===== src/rtl/corr_scan_ctrl_pkg.sv =====
// Shared definitions for the correlator run-sequencer.
//   state_t    : sequencer states
//   DIR_*      : encodings of the direction verdict
//   MIN_LENGTH : shortest legal correlator window
//   dir_from   : turns the two vote comparisons into a direction code
//   cfg_legal  : accepts or rejects a requested run configuration
package corr_pkg;

    typedef enum logic [2:0] {
        IDLE    = 3'd0,
        FLUSH   = 3'd1,
        FILL    = 3'd2,
        MEASURE = 3'd3,
        REPORT  = 3'd4
    } state_t;

    localparam logic [1:0] DIR_TIE = 2'b00;
    localparam logic [1:0] DIR_POS = 2'b01;
    localparam logic [1:0] DIR_NEG = 2'b10;

    localparam logic [7:0] MIN_LENGTH = 8'd2;

    // pos_gt and neg_gt are never both set; a tie falls through to DIR_TIE.
    function automatic logic [1:0] dir_from(input logic pos_gt, input logic neg_gt);
        if (pos_gt)
            return DIR_POS;
        else if (neg_gt)
            return DIR_NEG;
        else
            return DIR_TIE;
    endfunction

    function automatic logic cfg_legal(input logic [7:0] length, input logic [7:0] frames);
        return (length >= MIN_LENGTH) && (frames != 8'd0);
    endfunction

endpackage


===== src/rtl/corr_scan_ctrl_if.sv =====
// Result port of the run-sequencer (valid/ready handshake plus payload).
//   res_valid    : result available (master -> slave)
//   res_ready    : consumer ready (slave -> master)
//   res_dir      : direction verdict
//   res_pos_cnt  : pos votes counted during MEASURE
//   res_neg_cnt  : neg votes counted during MEASURE
//   res_corr_min : minimum corr seen during MEASURE
interface corr_scan_ctrl_if #(
    parameter int CNT_W = 16
);
    logic             res_valid;
    logic             res_ready;
    logic [1:0]       res_dir;
    logic [CNT_W-1:0] res_pos_cnt;
    logic [CNT_W-1:0] res_neg_cnt;
    logic [7:0]       res_corr_min;

    modport master (
        output res_valid,
        output res_dir,
        output res_pos_cnt,
        output res_neg_cnt,
        output res_corr_min,
        input  res_ready
    );

    modport slave (
        input  res_valid,
        input  res_dir,
        input  res_pos_cnt,
        input  res_neg_cnt,
        input  res_corr_min,
        output res_ready
    );
endinterface


===== src/rtl/corr_scan_ctrl_sat_counter.sv =====
// Saturating up-counter used for the pos/neg vote tallies.
//   clk, rst : clock, asynchronous active-high reset
//   clr      : synchronous clear (wins over inc)
//   inc      : count one when set
//   cnt      : current count, sticks at all-ones
module sat_counter #(
    parameter int CNT_W = 16
) (
    input  logic             clk,
    input  logic             rst,
    input  logic             clr,
    input  logic             inc,
    output logic [CNT_W-1:0] cnt
);

    always_ff @(posedge clk or posedge rst) begin
        if (rst)
            cnt <= '0;
        else if (clr)
            cnt <= '0;
        else if (inc && (cnt != '1))
            cnt <= cnt + CNT_W'(1);
    end

endmodule


===== src/rtl/corr_scan_ctrl.sv =====
// Run-sequencer for the PDM cross-correlator buffer.
// Holds the correlator in reset between runs, flushes it, lets the window
// fill, then tallies pos/neg lead flags and the minimum zero-lag mismatch
// over F frames of L cycles, and hands the verdict out on a valid/ready port.
//
//   state   | meaning
//   --------+-----------------------------------------------------------
//   IDLE    | correlator held in reset, waiting for a legal start
//   FLUSH   | correlator held in reset for FLUSH_CYCLES cycles
//   FILL    | correlator running, L cycles while the window fills
//   MEASURE | F*L cycles of vote counting and min tracking
//   REPORT  | publish result (first cycle), then wait for res_ready
//
// Ports:
//   clk, rst                 : clock, asynchronous active-high reset
//   start, abort             : run request / run cancel
//   cfg_length, cfg_frames   : window length L and frame count F
//   corr, pos, neg           : correlator outputs
//   corr_rst, corr_length    : correlator controls (registered)
//   busy, cfg_err            : status
//   res                      : result port (master side)
module corr_scan_ctrl
    import corr_pkg::*;
#(
    parameter int FLUSH_CYCLES = 2,
    parameter int CNT_W        = 16
) (
    input  logic       clk,
    input  logic       rst,
    input  logic       start,
    input  logic       abort,
    input  logic [7:0] cfg_length,
    input  logic [7:0] cfg_frames,
    input  logic [7:0] corr,
    input  logic       pos,
    input  logic       neg,
    output logic       corr_rst,
    output logic [7:0] corr_length,
    output logic       busy,
    output logic       cfg_err,
    corr_scan_ctrl_if.master res
);

    // Within-frame timer is at least 8 bits so any legal window fits.
    localparam int CYC_W = (CNT_W > 8) ? CNT_W : 8;

    state_t           state, state_nxt;
    logic [CYC_W-1:0] cyc_cnt, cyc_nxt;
    logic [7:0]       frm_cnt, frm_nxt;
    logic [7:0]       len_q, len_nxt;
    logic [7:0]       frames_q, frames_nxt;
    logic [7:0]       min_q, min_nxt;
    logic             clr_votes;
    logic             meas;
    logic             res_load;
    logic             valid_nxt;
    logic             cfg_err_nxt;
    logic [CNT_W-1:0] pos_cnt, neg_cnt;
    logic [CYC_W-1:0] len_m1;

    assign len_m1 = CYC_W'(len_q) - CYC_W'(1);

    always_ff @(posedge clk or posedge rst) begin
        if (rst)
            state <= IDLE;
        else
            state <= state_nxt;
    end

    always_comb begin
        state_nxt   = state;
        cyc_nxt     = cyc_cnt;
        frm_nxt     = frm_cnt;
        len_nxt     = len_q;
        frames_nxt  = frames_q;
        min_nxt     = min_q;
        clr_votes   = 1'b0;
        meas        = 1'b0;
        res_load    = 1'b0;
        valid_nxt   = res.res_valid;
        cfg_err_nxt = 1'b0;

        case (state)
            IDLE: begin
                if (start) begin
                    if (!cfg_legal(cfg_length, cfg_frames)) begin
                        cfg_err_nxt = 1'b1;
                    end else begin
                        state_nxt  = FLUSH;
                        len_nxt    = cfg_length;
                        frames_nxt = cfg_frames;
                        cyc_nxt    = CYC_W'(FLUSH_CYCLES - 1);
                        clr_votes  = 1'b1;
                        min_nxt    = 8'hFF;
                    end
                end
            end

            FLUSH: begin
                if (cyc_cnt == '0) begin
                    state_nxt = FILL;
                    cyc_nxt   = len_m1;
                end else begin
                    cyc_nxt = cyc_cnt - CYC_W'(1);
                end
            end

            FILL: begin
                if (cyc_cnt == '0) begin
                    state_nxt = MEASURE;
                    cyc_nxt   = len_m1;
                    frm_nxt   = frames_q - 8'd1;
                end else begin
                    cyc_nxt = cyc_cnt - CYC_W'(1);
                end
            end

            MEASURE: begin
                meas    = 1'b1;
                min_nxt = (corr < min_q) ? corr : min_q;
                if (cyc_cnt == '0) begin
                    if (frm_cnt == 8'd0) begin
                        state_nxt = REPORT;
                    end else begin
                        frm_nxt = frm_cnt - 8'd1;
                        cyc_nxt = len_m1;
                    end
                end else begin
                    cyc_nxt = cyc_cnt - CYC_W'(1);
                end
            end

            REPORT: begin
                // Counters settle on the REPORT entry edge; the result is
                // captured one cycle later and then held until consumed.
                if (!res.res_valid) begin
                    res_load  = 1'b1;
                    valid_nxt = 1'b1;
                end else if (res.res_ready) begin
                    state_nxt = IDLE;
                    valid_nxt = 1'b0;
                end
            end

            default: state_nxt = IDLE;
        endcase

        if (abort && (state != IDLE)) begin
            state_nxt = IDLE;
            valid_nxt = 1'b0;
            res_load  = 1'b0;
        end
    end

    always_ff @(posedge clk or posedge rst) begin
        if (rst) begin
            cyc_cnt          <= '0;
            frm_cnt          <= '0;
            len_q            <= MIN_LENGTH;
            frames_q         <= '0;
            min_q            <= 8'hFF;
            corr_rst         <= 1'b1;
            busy             <= 1'b0;
            cfg_err          <= 1'b0;
            res.res_valid    <= 1'b0;
            res.res_dir      <= DIR_TIE;
            res.res_pos_cnt  <= '0;
            res.res_neg_cnt  <= '0;
            res.res_corr_min <= 8'hFF;
        end else begin
            cyc_cnt       <= cyc_nxt;
            frm_cnt       <= frm_nxt;
            len_q         <= len_nxt;
            frames_q      <= frames_nxt;
            min_q         <= min_nxt;
            corr_rst      <= !((state_nxt == FILL) || (state_nxt == MEASURE));
            busy          <= (state_nxt == FLUSH) || (state_nxt == FILL) ||
                             (state_nxt == MEASURE);
            cfg_err       <= cfg_err_nxt;
            res.res_valid <= valid_nxt;
            if (res_load) begin
                res.res_dir      <= dir_from(pos_cnt > neg_cnt, neg_cnt > pos_cnt);
                res.res_pos_cnt  <= pos_cnt;
                res.res_neg_cnt  <= neg_cnt;
                res.res_corr_min <= min_q;
            end
        end
    end

    assign corr_length = len_q;

    sat_counter #(.CNT_W(CNT_W)) u_pos_cnt (
        .clk (clk),
        .rst (rst),
        .clr (clr_votes),
        .inc (meas && pos),
        .cnt (pos_cnt)
    );

    sat_counter #(.CNT_W(CNT_W)) u_neg_cnt (
        .clk (clk),
        .rst (rst),
        .clr (clr_votes),
        .inc (meas && neg),
        .cnt (neg_cnt)
    );

endmodule


===== src/flat_wrapper.sv =====
// flat-port wrapper written by rule: the top's interface ports become plain ports
module corr_scan_ctrl_flat import corr_pkg::*;
#(
    parameter int FLUSH_CYCLES = 2,
    parameter int CNT_W        = 16
)
  (clk, rst, start, abort, cfg_length, cfg_frames, corr, pos, neg, corr_rst, corr_length, busy, cfg_err, res_res_valid, res_res_dir, res_res_pos_cnt, res_res_neg_cnt, res_res_corr_min, res_res_ready);
  corr_scan_ctrl_if #(.CNT_W(CNT_W)) res_i ();
  input  logic clk;
  input  logic rst;
  input  logic start;
  input  logic abort;
  input  logic [7:0] cfg_length;
  input  logic [7:0] cfg_frames;
  input  logic [7:0] corr;
  input  logic pos;
  input  logic neg;
  output logic corr_rst;
  output logic [7:0] corr_length;
  output logic busy;
  output logic cfg_err;
  output wire logic [$bits(res_i.res_valid)-1:0] res_res_valid;
  output wire logic [$bits(res_i.res_dir)-1:0] res_res_dir;
  output wire logic [$bits(res_i.res_pos_cnt)-1:0] res_res_pos_cnt;
  output wire logic [$bits(res_i.res_neg_cnt)-1:0] res_res_neg_cnt;
  output wire logic [$bits(res_i.res_corr_min)-1:0] res_res_corr_min;
  input wire logic [$bits(res_i.res_ready)-1:0] res_res_ready;
  assign res_res_valid = res_i.res_valid;
  assign res_res_dir = res_i.res_dir;
  assign res_res_pos_cnt = res_i.res_pos_cnt;
  assign res_res_neg_cnt = res_i.res_neg_cnt;
  assign res_res_corr_min = res_i.res_corr_min;
  assign res_i.res_ready = res_res_ready;
  corr_scan_ctrl #(.FLUSH_CYCLES(FLUSH_CYCLES), .CNT_W(CNT_W)) u_core (.clk(clk), .rst(rst), .start(start), .abort(abort), .cfg_length(cfg_length), .cfg_frames(cfg_frames), .corr(corr), .pos(pos), .neg(neg), .corr_rst(corr_rst), .corr_length(corr_length), .busy(busy), .cfg_err(cfg_err), .res(res_i));
endmodule

===== config.mk =====
export PLATFORM = sky130hd
export DESIGN_NAME = corr_scan_ctrl_flat
export DESIGN_NICKNAME = d
export VERILOG_FILES = /design/src/rtl/corr_scan_ctrl_pkg.sv /design/src/rtl/corr_scan_ctrl_if.sv /design/src/rtl/corr_scan_ctrl_sat_counter.sv /design/src/rtl/corr_scan_ctrl.sv /design/src/flat_wrapper.sv
export SDC_FILE = /design/constraint.sdc
export NUM_CORES = 1
export LEC_CHECK = 0
export CAP_MARGIN = 25
export CORE_MARGIN = 2
export CORE_UTILIZATION = 55
export DETAILED_ROUTE_END_ITERATION = 10
export PLACE_DENSITY = 0.84
export SKIP_CTS_REPAIR_TIMING = 1
export SYNTH_ARGS = -nofsm -noshare
export SYNTH_HDL_FRONTEND = slang
export SYNTH_SLANG_ARGS = --single-unit

===== constraint.sdc =====
create_clock -name clk -period 10.6 [get_ports clk]
set_input_delay 1.06 -clock clk [delete_from_list [all_inputs] [get_ports clk]]
set_output_delay 1.06 -clock clk [all_outputs]
set_load 0.05 [all_outputs]

==> results_dict.tcl, run 1 <==
set metrics [dict create \
    grt_first_pass_wirelength_um 29000 \
    peakVddDrop_mv 0.0944 \
    drt_wl_total_um 17700 \
    synth_fa_ha_area_frac 0.0510 \
    syn_area_per_cell_um2 9.59 \
    fin_skew_ns 0.00722 \
    min_from "u_core.res.res_corr_min[5]$_DFFE_PP1P_" \
    clk_latency_ns 0.42 \
    setup_tns_ns 0 \
    start_util 0.568 \
    cp_cell_sequence "clkdlybuf4s50_1 -> or4_1 -> nor4_1 -> or3_1 -> nand2_1 -> mux2_2" \
    cts-root-buf "clkbuf_16" \
    die_area_um2 13400 \
    synth_area_um2 6870 \
    die_y_um 116 \
    worstPathRequired_ns 10.95 \
    overflow 0 \
    fin_area_um2 8510 \
    hold_path_end "u_core.res.res_corr_min[5]$_DFFE_PP1P_" \
    finalSetupViolCount 0 \
    outcome "finished clean" \
    first_pass_iters 6 \
    dpl.hpwl_um 11600 \
    placed_cell_area_um2 7860 \
    synthXorXnorAreaFrac 0.0433 \
    r2r-start "u_core.state[2]$_DFF_PP0_" \
    grt_usage 0.278 \
    rsz0062_at_grt "no" \
    dieWidth_um 116 \
    num_rows 40 \
    max_cap_violations 0 \
    arrival_ns 3.95 \
    power.leakage_nw 3.74 \
    powerDensity_nw_per_um2 215 \
    drv_slew 0 \
    nets 851 \
    vias_per_cell 6.13 \
    synth_seq_area_share 0.473 \
    hold_violations 0 \
    ios 85 \
    synthSimpleGateAreaFrac 0.218 \
    nFillCells 860 \
    synth_mux_area_frac 0.0521 \
    fmax_mhz 278 \
    worst_slew_pin_slew_ns 1.00 \
    cp_slowest_cell "or3_1" \
    synth_edf_count 0 \
    cts_buffer_depth 2 \
    synth-seq-cells 129 \
    drc 0 \
    grt_max_degree 79 \
    cts_tree "built" \
    drive_above_1_share 0.113 \
    core_um2 12100 \
    hp-class "reg -> reg" \
    synth_cell_types 70 \
    worstHoldPathCells 2 \
    fin_crit_sh 0.340 \
    cp_slowest_stage_delay_ns 0.87 \
    worst-r2r-cell-count 4 \
    hold-worst-slack_ns 0.477 \
    antenna_left 0 \
    critPathCaptureType "flip-flop" \
    synth-compound-area-share 0.124 \
    crit_type "in -> reg" \
    synth_top_family_by_area "simple AND/OR/NAND/NOR gates" \
    diodes 0 \
    post-place-ws_ns 6.61 \
    drt_iter0_drc 605 \
    antenna_found_initial 0 \
    path_clk_slew_ns 0.06 \
    syn_inst 717 \
    synth_fp_nets 776 \
    grt_pass1_vias 5840 \
    port_buffers 84 \
    post-route-min-period_ns 3.60 \
    syn_to_final_growth_pct 23.8 \
    ys_async_sr_fraction 1.00 \
    worstPathMaxFanout 27 \
    synth_ff_type "dfrtp_1" \
    ys_warn_count 0 \
    setup_ws_ns 7.00 \
    htreeDepth 4 \
    numCtsBuffers 17 \
    timing.rr.end "u_core.cyc_cnt[0]$_DFFE_PP0P_" \
    rrSetupSlack_ns 7.19 \
    slew_headroom 0.334 \
    place.gp.congestion 0.891 \
    cp-start-kind "input port" \
    wl_per_cell_um 18.2 \
    cts.sinks 129 \
    via_count 5965 \
]
worst max-delay path by stage:
| stage | from | slack [ns] | cells past startpoint | to |
|---|---|---|---|---|
| floorplan | rst | 6.13 | 1 | u_core.busy$_DFF_PP0_ |
| global placement | cfg_length[4] | 6.77 | 6 | u_core.min_q[1]$_DFFE_PP1P_ |
| detailed placement | cfg_length[4] | 6.61 | 6 | u_core.min_q[3]$_DFFE_PP1P_ |
| CTS | cfg_length[4] | 7.00 | 6 | u_core.min_q[3]$_DFFE_PP1P_ |
| global route | cfg_length[4] | 6.82 | 6 | u_core.min_q[3]$_DFFE_PP1P_ |
| finish | cfg_length[4] | 7.00 | 6 | u_core.min_q[3]$_DFFE_PP1P_ |
placed cells by master, fill, tap and decap left out, types with 6 or more instances in the layout:
cell	count
nand2_1	108
nand4_1	18
nand2b_1	6
nand3_1	17
or4_1	10
dfrtp_1	111
nor2_1	38
xnor2_1	25
inv_1	34
clkdlybuf4s50_1	84
ha_1	28
xor2_1	9
dfstp_2	18
o21ai_0	39
a21oi_1	26
clkbuf_16	17
o211ai_1	6
or3_1	16
nor3_1	20
mux2_2	22
a22o_1	6
and3_1	7
mux2i_1	11
a31oi_1	6
nor4_1	15
synth_stat cells, types with 3 or more instances:
master / instances / area share
o31ai_1: 3 / 0.0033
o21ai_0: 39 / 0.028
dfstp_2: 18 / 0.069
nand4_1: 18 / 0.016
a21o_1: 5 / 0.0055
o211ai_1: 6 / 0.0066
nor3b_1: 4 / 0.0044
nor3_1: 21 / 0.015
a21oi_1: 26 / 0.019
inv_1: 35 / 0.019
xor2_1: 9 / 0.011
o22ai_1: 5 / 0.0046
nor2b_1: 4 / 0.0036
a221o_1: 3 / 0.0044
mux2_2: 22 / 0.036
nor4_1: 15 / 0.014
and4_1: 5 / 0.0064
a31oi_1: 6 / 0.0055
nand3b_1: 3 / 0.0033
nand2b_1: 6 / 0.0055
nor2_1: 38 / 0.021
nand3_1: 17 / 0.012
ha_1: 28 / 0.051
and3_1: 7 / 0.0064
clkbuf_1: 30 / 0.016
o21ai_1: 4 / 0.0029
a22o_1: 6 / 0.0076
buf_2: 3 / 0.0022
nand2_1: 109 / 0.060
mux2i_1: 11 / 0.016
dfrtp_1: 111 / 0.40
a211oi_1: 5 / 0.0055
or3_1: 16 / 0.015
or4_1: 10 / 0.011
xnor2_1: 25 / 0.032
area by class of cell:
| class | instances | area (um2) | area share |
|---|---|---|---|
| clock buffers | 23 | 498 | 0.0585 |
| clock inverters | 9 | 128 | 0.0150 |
| inverters | 36 | 138 | 0.0162 |
| multi-input cells | 518 | 3360 | 0.395 |
| flip-flops and latches | 129 | 3250 | 0.382 |
| well taps | 168 | 210 | 0.0247 |
| repair buffers | 90 | 918 | 0.108 |
flip-flops by register name, summed over array words and instances, names as in the netlist:
| register | count |
|---|---|
| u_core.corr_length | 8 |
| u_core.u_pos_cnt.cnt | 16 |
| u_core.min_q | 8 |
| u_core.state | 3 |
| u_core.cyc_cnt | 16 |
| u_core.frames_q | 8 |
| u_core.busy | 1 |
| u_core.res.res_neg_cnt | 16 |
| u_core.u_neg_cnt.cnt | 16 |
| u_core.corr_rst | 1 |
| u_core.res.res_valid | 1 |
| u_core.res.res_corr_min | 8 |
| u_core.frm_cnt | 8 |
| u_core.res.res_dir | 2 |
| u_core.cfg_err | 1 |
| u_core.res.res_pos_cnt | 16 |
metrics by stage:
step                 util  total power [W]  std cells
floorplan               -          0.00105        717
global placement    0.647          0.00116        939
detailed placement  0.649          0.00119        940
CTS                 0.701          0.00181        972
global route        0.702          0.00192        973
finish              0.702          0.00183        973
critical path, delay by kind of cell:
kind | cells | cell delay [ns]
mux | 1 | 0.30
buf+inv | 1 | 0.45
simple gates | 4 | 2.12
cells by family after synthesis:
logic type               Yosys count
XOR/XNOR                          34
flip-flops                       129
AND/OR/NAND/NOR                  291
AO/OA/AOI/OAI                    132
multiplexers                      33
adder cells (fa/ha/maj)           28
buffers and inverters             70
routing by layer:
metal,wire [um],vias up,global-route usage
li1,-,2726,-
met1,7580,2879,0.373
met2,8430,309,0.432
met3,1230,51,0.0586
met4,478,0,0.133
met5,0,-,0
report_power, final:
part           internal (W)  switching [W]
sequential         0.000571      0.0000946
combinational      0.000206       0.000341
clock              0.000400       0.000216
total               0.00118       0.000652
Power figures use the tool's default switching activity.
==> run 2: changes to the inputs <==
--- a/config.mk
+++ b/config.mk
@@ -7,9 +7,9 @@
 export LEC_CHECK = 0
 export CAP_MARGIN = 25
 export CORE_MARGIN = 2
-export CORE_UTILIZATION = 55
+export CORE_UTILIZATION = 51
 export DETAILED_ROUTE_END_ITERATION = 10
-export PLACE_DENSITY = 0.84
+export PLACE_DENSITY = 0.82
 export SKIP_CTS_REPAIR_TIMING = 1
 export SYNTH_ARGS = -nofsm -noshare
 export SYNTH_HDL_FRONTEND = slang
==> constraint.sdc (replaced) <==
create_clock -name clk -period 3.3 [get_ports clk]
set_input_delay 0.33 -clock clk [delete_from_list [all_inputs] [get_ports clk]]
set_output_delay 0.33 -clock clk [all_outputs]
set_load 0.05 [all_outputs]
==> results_dict.tcl, run 2 (synthesized netlist as in run 1, its figures left out) <==
set metrics [dict create \
    outcome "finished clean" \
    max_cap_violations 0 \
    drt_iter0_drc 465 \
    via_count 5946 \
    grt_max_degree 79 \
    diodes 0 \
    ios 85 \
    drv_slew 0 \
    nets 861 \
    layout_commonest_cell "dfrtp_1" \
    arrival_ns 3.19 \
    layout_common_cells "dfrtp_1 (111), nand2_1 (108), clkdlybuf4s50_1 (84)" \
    cts-root-buf "clkbuf_16" \
    slew_headroom 0.389 \
    antenna_left 0 \
    grt_pass1_vias 6041 \
    hold_violations 0 \
    fmax_mhz 351 \
    crit_type "reg -> reg" \
    peakVddDrop_mv 0.317 \
    post-route-util 0.647 \
    port_buffers 84 \
    powerDensity_nw_per_um2 675 \
    worst_slew_pin_slew_ns 0.916 \
    wl_per_cell_um 18.0 \
    vias_per_cell 6.00 \
    worstPathRequired_ns 3.64 \
    rsz0062_at_grt "no" \
    syn_to_final_growth_pct 24.1 \
    cts.sinks 129 \
    fin_crit_sh 0.864 \
    dpl.hpwl_um 12300 \
    setup_tns_ns 0 \
    cts_tree "built" \
    grt_first_pass_wirelength_um 29700 \
    dieWidth_um 120 \
    overflow 0 \
    fin_skew_ns 0.00987 \
    numCtsBuffers 17 \
    path_clk_slew_ns 0.06 \
    finalSetupViolCount 0 \
    place.gp.congestion 0.900 \
    htreeDepth 4 \
    start_util 0.521 \
    first_pass_iters 6 \
    post-route-min-period_ns 2.85 \
    grt_usage 0.259 \
    drc 0 \
    drive_above_1_share 0.124 \
    critPathCaptureType "flip-flop" \
    worstPathMaxFanout 9 \
    clk_latency_ns 0.43 \
    power.leakage_nw 3.75 \
    antenna_found_initial 0 \
    die_y_um 120 \
    core_um2 13200 \
    cts_buffer_depth 2 \
    die_area_um2 14400 \
    num_rows 42 \
    hp-class "in -> async" \
    drt_wl_total_um 17800 \
    cp-start-kind "flip-flop" \
]
==> run 2: cell count changes in the layout (fill, tap and decap cells not counted) <==
cell        delta
buf_4         +11
clkbuf_8       -5
inv_6          +4
clkinvlp_4     +3
clkinv_2       -2
clkinv_4       +2
buf_16         -1
bufinv_16      -1
inv_4          -1
==> run 2: path summary, 6_finish.rpt <==
check                                                       start                                      to  slack (ns)  depth (start not counted)
max in group asynchronous                                     rst       u_core.corr_length[1]$_DFFE_PP1P_        2.24                          3
max                                 u_core.cyc_cnt[0]$_DFFE_PP0P_           u_core.frm_cnt[4]$_DFFE_PP0P_        0.45                          7
min in group clk                                    cfg_length[0]       u_core.corr_length[0]$_DFFE_PP0P_        0.45                          3
max reg2reg                         u_core.cyc_cnt[0]$_DFFE_PP0P_           u_core.frm_cnt[4]$_DFFE_PP0P_        0.45                          7
min                                                           rst   u_core.res.res_neg_cnt[3]$_DFFE_PP0P_        0.27                          2
min reg2reg                u_core.res.res_neg_cnt[10]$_DFFE_PP0P_  u_core.res.res_neg_cnt[10]$_DFFE_PP0P_        0.48                          2
==> run 2: metal layers <==
layer | global-route usage | up-vias | share of wire
met1 | 0.340 | 2911 | 0.43
met4 | 0.112 | 0 | 0.026
li1 | - | 2746 | -
met3 | 0.0566 | 45 | 0.065
met2 | 0.414 | 244 | 0.48
met5 | 0 | - | 0
==> run 2: power breakdown <==
group,internal [W],leakage (nW),switching (W)
Clock,0.00112,0.270,0.000744
Combinational,0.000677,1.78,0.00108
Sequential,0.00183,1.69,0.000308
Total,0.00363,3.75,0.00213
==> run 2: layout make-up <==
type                    count  area (um2)
clock buffers              18         429
clock inverters            14         155
fillers                  1014        4660
inverters                  36         139
multi-input cells         518        3360
flip-flops and latches    129        3250
well taps                 176         220
repair buffers            100         973
==> run 2: through the flow <==
| step | hold WS [ns] | total power, W | setup WS, ns | instance area (um2) | cells |
|---|---|---|---|---|---|
| floorplan | 0.393 | 0.00336 | 0.812 | 6880 | 717 |
| global placement | 0.466 | 0.00382 | 0.551 | 7950 | 959 |
| detailed placement | 0.469 | 0.00387 | 0.490 | 7950 | 959 |
| CTS | 0.277 | 0.00575 | 0.486 | 8530 | 991 |
| global route | 0.305 | 0.00605 | 0.257 | 8530 | 991 |
| finish | 0.269 | 0.00576 | 0.449 | 8530 | 991 |
==> run 2: worst max-delay path: stages, from the launching register on <==
cell and delay (ns):
dfrtp_1 0.40, inv_1 0.11, ha_1 0.20, or4b_1 0.63, or3_1 0.51, nor4_4 0.56
a31oi_1 0.18, a21oi_1 0.17
